**src/rtl/sbus_pkg.sv**
```systemverilog
// Shared types and helpers for the round-robin serial bus transmitter.
// SBUS_CRC_EN adds the CRC-4 field to the frame.
package sbus_pkg;

  typedef enum logic [2:0] {
    ST_IDLE,
    ST_START,
    ST_SRC,
    ST_DST,
    ST_DATA,
`ifdef SBUS_CRC_EN
    ST_CRC,
`endif
    ST_STOP
  } sbus_state_e;

  localparam logic [3:0] CRC_POLY = 4'h3;
  localparam logic [3:0] CRC_INIT = 4'h0;

  function automatic int unsigned frame_len(input int unsigned addr_w,
                                            input int unsigned data_w);
`ifdef SBUS_CRC_EN
    return 2 * addr_w + data_w + 6;
`else
    return 2 * addr_w + data_w + 2;
`endif
  endfunction

  // One serial step of x^4+x+1 over a transmitted bit.
  function automatic logic [3:0] crc4_step(input logic [3:0] crc, input logic b);
    logic fb;
    fb = crc[3] ^ b;
    return {crc[2:0], 1'b0} ^ (fb ? CRC_POLY : 4'h0);
  endfunction

endpackage

```
**src/rtl/sbus_rr_arbiter.sv**
```systemverilog
// Combinational round-robin arbiter: first requester at or after ptr_i,
// wrapping at N_CH. The pointer register lives in the parent.
module sbus_rr_arbiter #(
  parameter int unsigned N_CH = 16,
  parameter int unsigned PW   = (N_CH > 1) ? $clog2(N_CH) : 1
) (
  input  logic [N_CH-1:0] req_i,
  input  logic [PW-1:0]   ptr_i,
  input  logic            en_i,
  output logic [PW-1:0]   grant_o,
  output logic            grant_valid_o
);

  logic [2*N_CH-1:0] req2;
  logic [N_CH-1:0]   rot;
  logic [PW:0]       sum;
  logic              found;

  always_comb begin
    req2          = {req_i, req_i} >> ptr_i;
    rot           = req2[N_CH-1:0];
    sum           = '0;
    found         = 1'b0;
    grant_o       = '0;
    grant_valid_o = 1'b0;
    // rot[i] is channel ptr_i+i; the lowest set bit wins.
    for (int unsigned i = 0; i < N_CH; i++) begin
      if (en_i && !found && rot[i]) begin
        sum = {1'b0, ptr_i} + (PW+1)'(i);
        if (sum >= (PW+1)'(N_CH)) begin
          sum = sum - (PW+1)'(N_CH);
        end
        grant_o       = sum[PW-1:0];
        grant_valid_o = 1'b1;
        found         = 1'b1;
      end
    end
  end

endmodule

```
**src/rtl/sbus_rr_transmitter.sv**
```systemverilog
// Round-robin serial bus transmitter: arbitrates N_CH channels and serialises
// start, src, dst, payload, [CRC-4 when SBUS_CRC_EN is defined] and stop bits.
module sbus_rr_transmitter
  import sbus_pkg::*;
#(
  parameter int unsigned N_CH   = 16,
  parameter int unsigned ADDR_W = 4,
  parameter int unsigned DATA_W = 64
) (
  input  logic                     clock,
  input  logic                     reset_n,
  input  logic [N_CH-1:0]          req,
  input  logic [N_CH*ADDR_W-1:0]   dst_addr,
  input  logic [N_CH*DATA_W-1:0]   data,
  output logic [N_CH-1:0]          ack,
  output logic                     bus_show,
  output logic                     busy
);

  localparam int unsigned PW = (N_CH > 1) ? $clog2(N_CH) : 1;
  localparam int unsigned CW = $clog2(DATA_W) + 1;
  localparam int unsigned SW = 2 * ADDR_W + DATA_W;

  if ((N_CH < 1) || (N_CH > (2 ** ADDR_W)) || (DATA_W < 2) || (ADDR_W > DATA_W)) begin : g_cfg_err
    $error("sbus_rr_transmitter: N_CH must be in 1..2**ADDR_W, DATA_W >= 2, ADDR_W <= DATA_W");
  end

  sbus_state_e       state_q, state_d;
  logic [PW-1:0]     ptr_q, ptr_d;
  logic [PW-1:0]     grant_q, grant_d;
  logic [CW-1:0]     cnt_q, cnt_d;
  logic [SW-1:0]     sh_q, sh_d;
`ifdef SBUS_CRC_EN
  logic [3:0]        crc_q, crc_d;
`endif

  logic [PW-1:0]     arb_grant;
  logic              arb_valid;
  logic [ADDR_W-1:0] sel_dst;
  logic [DATA_W-1:0] sel_data;

  sbus_rr_arbiter #(
    .N_CH (N_CH),
    .PW   (PW)
  ) u_arb (
    .req_i         (req),
    .ptr_i         (ptr_q),
    .en_i          (state_q == ST_IDLE),
    .grant_o       (arb_grant),
    .grant_valid_o (arb_valid)
  );

  always_comb begin
    sel_dst  = '0;
    sel_data = '0;
    for (int unsigned i = 0; i < N_CH; i++) begin
      if (arb_grant == PW'(i)) begin
        sel_dst  = dst_addr[i*ADDR_W +: ADDR_W];
        sel_data = data[i*DATA_W +: DATA_W];
      end
    end
  end

  always_ff @(posedge clock or negedge reset_n) begin
    if (!reset_n) begin
      state_q <= ST_IDLE;
      ptr_q   <= '0;
      grant_q <= '0;
      cnt_q   <= '0;
      sh_q    <= '0;
`ifdef SBUS_CRC_EN
      crc_q   <= CRC_INIT;
`endif
    end else begin
      state_q <= state_d;
      ptr_q   <= ptr_d;
      grant_q <= grant_d;
      cnt_q   <= cnt_d;
      sh_q    <= sh_d;
`ifdef SBUS_CRC_EN
      crc_q   <= crc_d;
`endif
    end
  end

  always_comb begin
    state_d  = state_q;
    ptr_d    = ptr_q;
    grant_d  = grant_q;
    cnt_d    = cnt_q;
    sh_d     = sh_q;
`ifdef SBUS_CRC_EN
    crc_d    = crc_q;
`endif
    bus_show = 1'b1;
    busy     = 1'b1;
    ack      = '0;

    case (state_q)
      ST_IDLE: begin
        busy = 1'b0;
        if (arb_valid) begin
          grant_d = arb_grant;
          sh_d    = {ADDR_W'(arb_grant), sel_dst, sel_data};
`ifdef SBUS_CRC_EN
          crc_d   = CRC_INIT;
`endif
          ptr_d   = (arb_grant == PW'(N_CH - 1)) ? '0 : arb_grant + 1'b1;
          state_d = ST_START;
        end
      end

      ST_START: begin
        bus_show = 1'b0;
        cnt_d    = CW'(ADDR_W - 1);
        state_d  = ST_SRC;
      end

      // src, dst and payload are one contiguous shift register.
      ST_SRC, ST_DST, ST_DATA: begin
        bus_show = sh_q[SW-1];
        sh_d     = {sh_q[SW-2:0], 1'b0};
`ifdef SBUS_CRC_EN
        crc_d    = crc4_step(crc_q, sh_q[SW-1]);
`endif
        if (cnt_q != '0) begin
          cnt_d = cnt_q - 1'b1;
        end else begin
          case (state_q)
            ST_SRC: begin
              cnt_d   = CW'(ADDR_W - 1);
              state_d = ST_DST;
            end
            ST_DST: begin
              cnt_d   = CW'(DATA_W - 1);
              state_d = ST_DATA;
            end
            default: begin
`ifdef SBUS_CRC_EN
              cnt_d   = CW'(3);
              state_d = ST_CRC;
`else
              state_d = ST_STOP;
`endif
            end
          endcase
        end
      end

`ifdef SBUS_CRC_EN
      ST_CRC: begin
        bus_show = crc_q[3];
        crc_d    = {crc_q[2:0], 1'b0};
        if (cnt_q != '0) begin
          cnt_d = cnt_q - 1'b1;
        end else begin
          state_d = ST_STOP;
        end
      end
`endif

      ST_STOP: begin
        bus_show = 1'b1;
        for (int unsigned i = 0; i < N_CH; i++) begin
          ack[i] = (grant_q == PW'(i));
        end
        state_d = ST_IDLE;
      end

      default: begin
        busy    = 1'b0;
        state_d = ST_IDLE;
      end
    endcase
  end

endmodule

```
**config.mk**
```make
export PLATFORM = sky130hd
export DESIGN_NAME = sbus_rr_transmitter
export DESIGN_NICKNAME = d
export VERILOG_FILES = /design/src/rtl/sbus_pkg.sv /design/src/rtl/sbus_rr_arbiter.sv /design/src/rtl/sbus_rr_transmitter.sv
export SDC_FILE = /design/constraint.sdc
export NUM_CORES = 1
export LEC_CHECK = 0
export ABC_AREA = 1
export BUFFER_PORTS_ARGS = -buffer_cell sky130_fd_sc_hd__buf_2
export CELL_PAD_IN_SITES_DETAIL_PLACEMENT = 2
export CELL_PAD_IN_SITES_GLOBAL_PLACEMENT = 2
export CORE_AREA = 3 3 443 445
export CTS_CLUSTER_DIAMETER = 30
export DETAILED_ROUTE_END_ITERATION = 6
export DIE_AREA = 0 0 446 448
export MAX_ROUTING_LAYER = met4
export PLACE_DENSITY = 0.57
export SYNTH_ARGS = -nofsm -noshare
export SYNTH_HDL_FRONTEND = slang
export SYNTH_HIERARCHICAL = 1
export SYNTH_SLANG_ARGS = --single-unit
```
**constraint.sdc**
```tcl
create_clock -name clock -period 4.95 [get_ports clock]
set_clock_uncertainty 0.15 [all_clocks]
set_input_delay 0.495 -clock clock [delete_from_list [all_inputs] [get_ports clock]]
set_output_delay 0.495 -clock clock [all_outputs]
set_load 0.01 [all_outputs]
```
==> summary.md <==
Summed over all failing endpoints, the final setup total negative slack is -30680 ps. For the worst hold slack, the log shows -10.4 ps. The checks that failed: negative hold slack, negative setup slack.

The horizontal die dimension was 446 µm; the area inside the core boundary was 193000 µm². For the number of rows created at floorplan, the log shows 161. The number of nets in the synthesized netlist is 4781. Prior to clock tree synthesis, the placed netlist has a worst setup slack of -1450 ps. Fill cells in the final layout number 23400. Sequential element share of the synthesized area: 0.126. For this run, the post-layout net count is 6224.

At the worst endpoint, the arrival time is 5730 ps. Counting along the longest clock path gives a buffer depth of 2. In this design, the critical path's most frequently occurring cell is sky130_fd_sc_hd__nand2_1. In this run, CTS created clock tree buffers numbering 9. The synthesized netlist occupies a cell area of 17900 µm².

The setup slack of the critical path after layout was -627 ps. The routed wire length is 196000 µm. The tools report the number of buffers inserted by hold repair at cts as 0. The final hold violation count came out at 5.

For this run, the top clock speed supported by timing is 0.179 GHz. Yosys mapped the design onto 40 distinct sky130hd cell types. A synthesized cell averages 4.90 µm².

The tightest slew margin relative to the limit is 0.340, and the synthesis warning total is 6. By count the netlist is led by sky130_fd_sc_hd__nand2_1 (1549), sky130_fd_sc_hd__nand3_1 (529), sky130_fd_sc_hd__nor2_1 (359), sky130_fd_sc_hd__inv_1 (350), sky130_fd_sc_hd__clkbuf_1 (112). The run gives 0 as the antenna violation net count after detailed routing. STA classifies the critical path startpoint as a register. The class of the tightest hold or removal check was input pin to asynchronous set/reset pin. The element type at the critical path end was a register. The first global-routing pass estimated 258000 µm of wire. The most common cell in the synthesized netlist is sky130_fd_sc_hd__nand2_1. The final-report max-slew violation count was 0; the actual transition at the worst max-transition pin was 990 ps. The standard cell with the maximum stage delay on the critical path was sky130_fd_sc_hd__dfrtp_2. The share of the clock period used by the worst path after layout is 1.13, and the final setup violation count is 68. For the global routing usage on met2, the log shows 0.349.

In this run the worst path has a maximum fanout of 8. The I/O pin total is 1124, and the ratio of cells with drive above 1 in the final layout is 0.479. The area share of the leading cell type in the synthesized netlist was 0.324. The logs give 92 for the number of antenna violations at the first check in global routing and 0.216 for the met1 routing resource usage after global routing. Counting flops and latches in the post-synthesis netlist gives 90. The largest single stage delay on the critical path is 530 ps.

The die is 448 µm tall. The largest net degree at the start of global routing was 70; the post-synthesis instance total was 3662. The number of global-route vias before repair was 33100. The area added between synthesis and finish was 100%. H-tree depth: 3. The run gives 0.909 as the last weighted congestion value of the routability-driven placer. The dominant cell type by area after synthesis was sky130_fd_sc_hd__nand2_1. The worst path in the final design needs a cycle of 5580 ps, including I/O delays and setup. The iteration-0 DRC count of the detailed router is 1768.

The pre-antenna-repair detailed-routing pass consisted of 5 iterations. The global-route usage over all layers came out at 0.188. In this run, synthesis inferred 0 flip-flops with an integrated enable. The run finished, with violations left.

In the routed design, unresolved DRC markers number 0. Leading register cell type out of synthesis: sky130_fd_sc_hd__dfrtp_1. The busiest metal layer after global routing was met2. The overall via count from detail_route was 30800. The logs give 0.0224 for the met3 routing resource usage after global routing and 0 for the number of max-capacitance violations reported.

The run gives 200000 µm² as the overall die area. Sorting the synthesized cells by area gives the leading types as sky130_fd_sc_hd__nand2_1 (32%), sky130_fd_sc_hd__nand3_1 (15%), sky130_fd_sc_hd__dfrtp_1 (13%). For this design, the sink count on the clock tree is 90. The post-synthesis async set-or-reset flop share is 1.00.

Average detailed-routed wire length per instance: 25.5 µm. Setup repair after global routing could not meet its margin everywhere. Detailed-route vias per instance: 4.00.

For this run the aggregate overflow at the end of global routing stands at 0. The latest clock arrival within the worst-skew pair was 410 ps; the detailed placer's ending HPWL was 163000 µm. By startpoint and endpoint, the worst setup path is classified as register to register. During placement, the flow inserted port buffers numbering 1123. TritonCTS built the clock tree. In this run the clock root is driven by a sky130_fd_sc_hd__clkbuf_16.

The effective utilization at floorplan came out at 0.0931. Data on the critical path is required at its endpoint by 5110 ps. CTS clock-pin slew for the worst setup and hold paths: 90 ps.
==> layout by cell type (no fill, tap or decap), drive strengths merged, types with 3 or more instances in the layout <==
cell type     n
nor3         12
clkinv        5
xor2          7
a21oi        79
ha           13
nand4        89
nor2        367
a31oi         3
clkbuf       15
o22ai        70
xnor2         3
nand3       531
dfrtp        90
bufbuf        3
o211ai        3
o21ai        25
buf        1660
nand3b        6
or2         203
diode        52
nand2      1552
inv         369
==> kinds of logic after synthesis <==
kind of cell | count (synthesis) | synth area share
simple gates | 2762 | 0.664
buf+inv | 605 | 0.139
fa+ha+maj | 13 | 0.00907
flops | 90 | 0.126
xor+xnor | 10 | 0.00488
compound gates | 182 | 0.0566
==> final cells by class <==
class	instances	area [µm²]	share of cell area
diodes	52	130	0.00362
clock buffers	9	225	0.00627
clock inverters	7	70.1	0.00195
inverters	365	1440	0.0400
multi-input cells	2967	16800	0.467
flip-flops and latches	90	2250	0.0627
well taps	2526	3160	0.0879
repair buffers	1669	11900	0.330
repair inverters	3	23.8	0.000661
==> stage by stage <==
stage | util | instance area [µm²] | cells
after floorplan | - | 17900 | 3662
after global placement | 0.155 | 29800 | 7490
after detailed placement | 0.155 | 29800 | 7490
after CTS | 0.173 | 33300 | 7587
after global routing | 0.187 | 35900 | 7679
final | 0.187 | 35900 | 7688
==> flip-flops by register name, summed over array words and instances, names as in the netlist <==
name and cells:
cnt_q 7, grant_q 4, ptr_q 4, state_q 3
sh_q 72
==> critical path, delay by kind of cell (launching register included) <==
kind                   cells  cell delay (ps)
buffers and inverters      8             1130
flip-flops                 1              530
AND/OR/NAND/NOR           34             3620
==> routing by layer <==
layer | up-vias | wire, µm
met5 | - | 0
li1 | 14400 | -
met4 | 0 | 5300
met2 | 878 | 104000
met1 | 15300 | 80200
met3 | 206 | 7360
==> final timing paths <==
kind | start | to | slack [ps] | cells after the start
setup / recovery | ptr_q[0] | sh_q[41] | -630 | 42
hold reg to reg | sh_q[70] | sh_q[70] | 340 | 2
hold / removal | reset_n | cnt_q[6] | -10 | 1
max in group asynchronous | reset_n | sh_q[28] | 3380 | 2
setup reg to reg | ptr_q[0] | sh_q[41] | -630 | 42
min in group clock | data[1019] | sh_q[59] | 230 | 5
==> what timing repair did <==
action / in CTS / in global routing
cloned: 18 / 9
setup endpoints to repair: 68 / 68
setup buffers: 68 / 52
gates resized for setup: 537 / 516
pin swaps: 108 / 312
Power is not shown: default switching activity piles up to over one toggle a cycle in this logic, so the estimate is an artifact.
